[src/rtl/mips_timer.sv]
// mips_timer: memory-mapped countdown timer for the system bridge.
// Register window (word offset Addr[1:0] of the 30-bit word address):
//   0 CTRL {IM, Mode[1:0], En}, 1 PRESET, 2 COUNT (read-only), 3 reserved.
// IRQ feeds CP0 HWInt[0].
// Optional build macro TIMER_PRESCALE_EN adds a PRESCALE-cycle divider
// in front of the countdown.
module mips_timer #(
    parameter int unsigned PRESCALE = 4
) (
    input  logic        clk,
    input  logic        reset,
    input  logic [29:0] Addr,
    input  logic        WE,
    input  logic [31:0] Din,
    output logic [31:0] Dout,
    output logic        IRQ
);

    typedef enum logic [1:0] {IDLE, LOAD, CNT, INT} state_t;

    localparam logic [1:0] A_CTRL   = 2'd0;
    localparam logic [1:0] A_PRESET = 2'd1;
    localparam logic [1:0] A_COUNT  = 2'd2;

    state_t      state;
    logic [3:0]  ctrl;
    logic [31:0] preset;
    logic [31:0] count;
    logic        irq_flag;
    logic        tick;

    logic        en;
    logic [1:0]  mode;
    logic        im;

    assign en   = ctrl[0];
    assign mode = ctrl[2:1];
    assign im   = ctrl[3];

    // A zero prescale would never let the countdown advance.
    if (PRESCALE == 0) begin : g_prescale_invalid
        logic prescale_must_be_nonzero;
        assign prescale_must_be_nonzero = 1'b0;
    end

`ifdef TIMER_PRESCALE_EN
    logic [31:0] prescaler;

    assign tick = (prescaler == PRESCALE - 1);

    // Divider runs only while counting; any other state restarts it.
    always_ff @(posedge clk) begin
        if (reset)
            prescaler <= '0;
        else if (state == CNT)
            prescaler <= tick ? '0 : prescaler + 32'd1;
        else
            prescaler <= '0;
    end
`else
    assign tick = 1'b1;
`endif

    // Countdown FSM plus CPU register writes; a CPU write to CTRL is
    // applied last so it overrides the FSM's own En-clear on the same edge.
    always_ff @(posedge clk) begin
        if (reset) begin
            state    <= IDLE;
            ctrl     <= '0;
            preset   <= '0;
            count    <= '0;
            irq_flag <= 1'b0;
        end else begin
            case (state)
                IDLE: begin
                    if (en)
                        state <= LOAD;
                end
                LOAD: begin
                    count <= preset;
                    state <= en ? CNT : IDLE;
                end
                CNT: begin
                    if (!en) begin
                        state <= IDLE;
                    end else if (tick) begin
                        if (count > 32'd1) begin
                            count <= count - 32'd1;
                        end else begin
                            count    <= '0;
                            irq_flag <= 1'b1;
                            state    <= INT;
                        end
                    end
                end
                INT: begin
                    if (!en) begin
                        state <= IDLE;
                    end else if (mode == 2'd1) begin
                        irq_flag <= 1'b0;
                        state    <= LOAD;
                    end else begin
                        ctrl[0] <= 1'b0;
                        state   <= IDLE;
                    end
                end
                default: state <= IDLE;
            endcase

            if (WE) begin
                if (Addr[1:0] == A_CTRL) begin
                    ctrl     <= Din[3:0];
                    irq_flag <= 1'b0;
                end else if (Addr[1:0] == A_PRESET) begin
                    preset <= Din;
                end
            end
        end
    end

    // Read mux: combinational from the registered state.
    always_comb begin
        Dout = '0;
        case (Addr[1:0])
            A_CTRL:   Dout = {28'b0, ctrl};
            A_PRESET: Dout = preset;
            A_COUNT:  Dout = count;
            default:  Dout = '0;
        endcase
    end

    assign IRQ = irq_flag & im;

endmodule

[config.mk]
export PLATFORM = sky130hd
export DESIGN_NAME = mips_timer
export DESIGN_NICKNAME = d
export VERILOG_FILES = /design/src/rtl/mips_timer.sv
export SDC_FILE = /design/constraint.sdc
export NUM_CORES = 1
export LEC_CHECK = 0
export CAP_MARGIN = 25
export CORE_MARGIN = 5
export CORE_UTILIZATION = 54
export DETAILED_ROUTE_END_ITERATION = 7
export GPL_TIMING_DRIVEN = 0
export PLACE_DENSITY = 0.87
export SYNTH_ARGS = -nofsm -noshare
export SYNTH_HDL_FRONTEND = slang
export SYNTH_SLANG_ARGS = --single-unit
[constraint.sdc]
create_clock -name clk -period 7.1 [get_ports clk]
set_input_delay 2.13 -clock clk [delete_from_list [all_inputs] [get_ports clk]]
set_output_delay 2.13 -clock clk [all_outputs]
set_load 0.01 [all_outputs]
==> results.toml <==
[sta]
setup-tns-final_ns = 0
fmaxAchievable_ghz = 0.1428
fin_ws_ns = 0.09713
rsz0062_at_grt = "false"
setup_viol_count_final = 0
finalClockSkew_ns = 0.01824
hold_slack_ns = 0.4735
period_needed_ns = 7.003
worstMarginPinSlew_ns = 0.9566
max-slew-margin-rel_pct = 36.09
drv_slew = 0
hold_viol_final = 0
fin_crit_sh_pct = 98.63

[worst_setup_path]
crit_fanout = 10
regToRegSetupSlack_ns = 3.85
r2r-end = "count[2]"
endpoint = "Dout[28]"
endpoint_kind = "output port"
worstPathRequired_ns = 4.97
crit_type = "in2out"
cp-startpoint = "Addr[0]"
r2r_cells = 8
start_kind = "input pin"
reg2reg_from = "count[12]"
arrival_ns = 4.87

[power]
combPwrFrac_pct = 14.7
vdd_drop_max_v = 0.0001381
p_seq_share_pct = 45.4
switchingPower_mw = 0.2537
clkPwrFrac_pct = 39.9
intPower_mw = 0.6578
power.density_nw_per_um2 = 184.2
p_total_mw = 0.9115
sw_frac_of_total_pct = 27.83
power.leakage_nw = 1.766

[clock_network]
htreeDepth = 3
clock_sinks = 71
cts_setup_buffers = 0
clock_path_buffers = 2
path_clk_slew_ns = 0.08
cts_buffers = 9
cts_resized = 0
clock_latency_ns = 0.37
cts-root-buf = "clkbuf_8"
tritoncts = "yes"
hold_buffers = 0

[layout]
fin_util_pct = 68.98
insertedDiodeCount = 0
fillers = 616
syn_to_final_growth_pct = 25.63
layout-drive-gt1-share_pct = 4.426
nNetsFinal = 672

[routing]
viasPerCell = 6.509
wl_per_cell_um = 20.69
vias = 4615
initialDrtViolationCount = 598
drt-total-wl_um = 14670
ant_nets = 0
firstDrtPassIters = 6
drcViolationCount = 0

[synth]
synth_fp_nets = 593
synth_cells = 526
yosysWarnings = 0
avgSynthCellArea_um2 = 7.491
synthFlopType = "dfxtp_1"
ys_ff_latch = 71
yosysSeqAreaShare_pct = 36.07
syn_area_um2 = 3940
synth_cell_types = 56
postSynth.asyncResetShare_pct = 0
synth_edf_count = 0

[grt]
antenna_found_initial = 0
grt_first_pass_wirelength_um = 22600
grt_usage_pct = 32.76
grt_start_max_net_pins = 12
grt_overflow = 0
grt_pass1_vias = 4292

[placement]
port_buffers = 68
dp_slack_ns = 0.2570
gp_congestion = 0.9321
dp.final_hpwl_um = 10070

[die]
die_h_um = 95.42
initial_core_util_pct = 54.91
die_w_um = 95.42
core_region_area_um2 = 7176
dieArea_um2 = 9105
num_io_pins = 98
rows = 31

[min_path]
min_path_type = "reg2reg"

[flow_run]
maxCapViolCount = 0

[run_status]
status = "complete, no violations"
final cells by class:
class / instances / area [µm²] / area share (%)
buffer: 45 / 190.2 / 3.842
clock buffer: 12 / 135.1 / 2.730
clock inverter: 4 / 70.07 / 1.416
inverter: 3 / 11.26 / 0.2275
multi-input combinational: 407 / 2317 / 46.81
sequential: 71 / 1421 / 28.72
tap: 99 / 123.9 / 2.503
timing repair buffer: 68 / 680.7 / 13.75
power groups by stage:
stage               combinational, mW  clock [mW]  sequential [mW]
floorplan                      0.0754           0            0.420
global placement                0.128           0            0.423
detailed placement              0.130           0            0.423
CTS                             0.131       0.356            0.414
global route                    0.143       0.372            0.415
finish                          0.134       0.363            0.414
metal layers:
layer  vias to the layer above  GRT usage (%)  wire (µm)
li1                       2078              -          -
met3                        56          7.261       1550
met1                      2170          42.28       5904
met2                       311          52.83       6642
met4                         0          13.63        568
met5                         -              0          0
how the worst min path moves through the flow:
stage / endpoint / slack, ns / cells after the start / from
2_1_floorplan: preset[23] / 0.45 / 2 / preset[23]
3_3_place_gp: preset[26] / 0.46 / 2 / preset[26]
3_5_place_dp: preset[26] / 0.46 / 2 / preset[26]
4_1_cts: preset[26] / 0.47 / 2 / preset[26]
5_1_grt: preset[17] / 0.50 / 2 / preset[17]
6_report: preset[26] / 0.47 / 2 / preset[26]
cells in the mapped netlist, types with 3 or more instances:
| cell type | n | area, µm² |
|---|---|---|
| or3_1 | 7 | 43.79 |
| nand2b_1 | 7 | 43.79 |
| or4_1 | 11 | 82.58 |
| clkbuf_1 | 36 | 135.1 |
| nand2_1 | 111 | 416.7 |
| o31ai_1 | 6 | 45.04 |
| o22ai_1 | 6 | 37.54 |
| inv_1 | 3 | 11.26 |
| or4_4 | 3 | 33.78 |
| a22oi_1 | 4 | 30.03 |
| and2_1 | 3 | 18.77 |
| a31oi_1 | 4 | 25.02 |
| a21oi_1 | 66 | 330.3 |
| dfxtp_1 | 71 | 1421 |
| and3_1 | 8 | 50.05 |
| nor3_1 | 24 | 120.1 |
| a22o_1 | 28 | 245.2 |
| mux2i_1 | 11 | 110.1 |
| nor2_1 | 26 | 97.59 |
| nor4_1 | 10 | 62.56 |
| nor2b_1 | 4 | 25.02 |
| nand3_1 | 9 | 45.04 |
| o41ai_1 | 5 | 43.79 |
| o21ai_0 | 20 | 100.1 |
| nor3b_1 | 3 | 22.52 |
| buf_1 | 4 | 15.01 |
sequential cells by signal, indices dropped and copies added, names as in the netlist:
register / cells
count: 32
preset: 32
ctrl: 4
state: 2
irq_flag: 1
per-stage QoR:
step / cell area, µm² / instances
finish: 4950 / 709
global route: 4950 / 709
CTS: 4950 / 709
detailed placement: 4745 / 693
global placement: 4745 / 693
floorplan: 3940 / 526
logic make-up (layout without fill, tap and decap cells):
group,Yosys count,in the layout,share of synthesized area [%]
adder cells (fa/ha/maj),2,2,0.6350
multiplexers,12,12,3.080
buffers and inverters,48,132,5.112
AO/OA/AOI/OAI,156,156,25.47
AND/OR/NAND/NOR,235,235,29.18
XOR/XNOR,2,2,0.4447
flip-flops,71,71,36.07
worst max-delay path: stages:
cell,delay [ns]
clkdlybuf4s50_1,0.50
nor2b_1,0.14
clkbuf_1,0.63
buf_1,0.67
a22o_1,0.26
clkdlybuf4s50_1,0.54
cell usage in the layout (no fill, tap or decap), drive strengths merged, types with 7 or more instances in the layout:
| master | count |
|---|---|
| nand2 | 111 |
| dfxtp | 71 |
| clkdlybuf4s50 | 68 |
| a21oi | 66 |
| clkbuf | 49 |
| a22o | 28 |
| nor2 | 27 |
| nor3 | 24 |
| o21ai | 22 |
| or4 | 14 |
| nor4 | 12 |
| mux2i | 11 |
| nand3 | 9 |
| and3 | 8 |
| buf | 8 |
| or3 | 7 |
| nand2b | 7 |
Note: power is estimated with default switching activity, not from simulation.
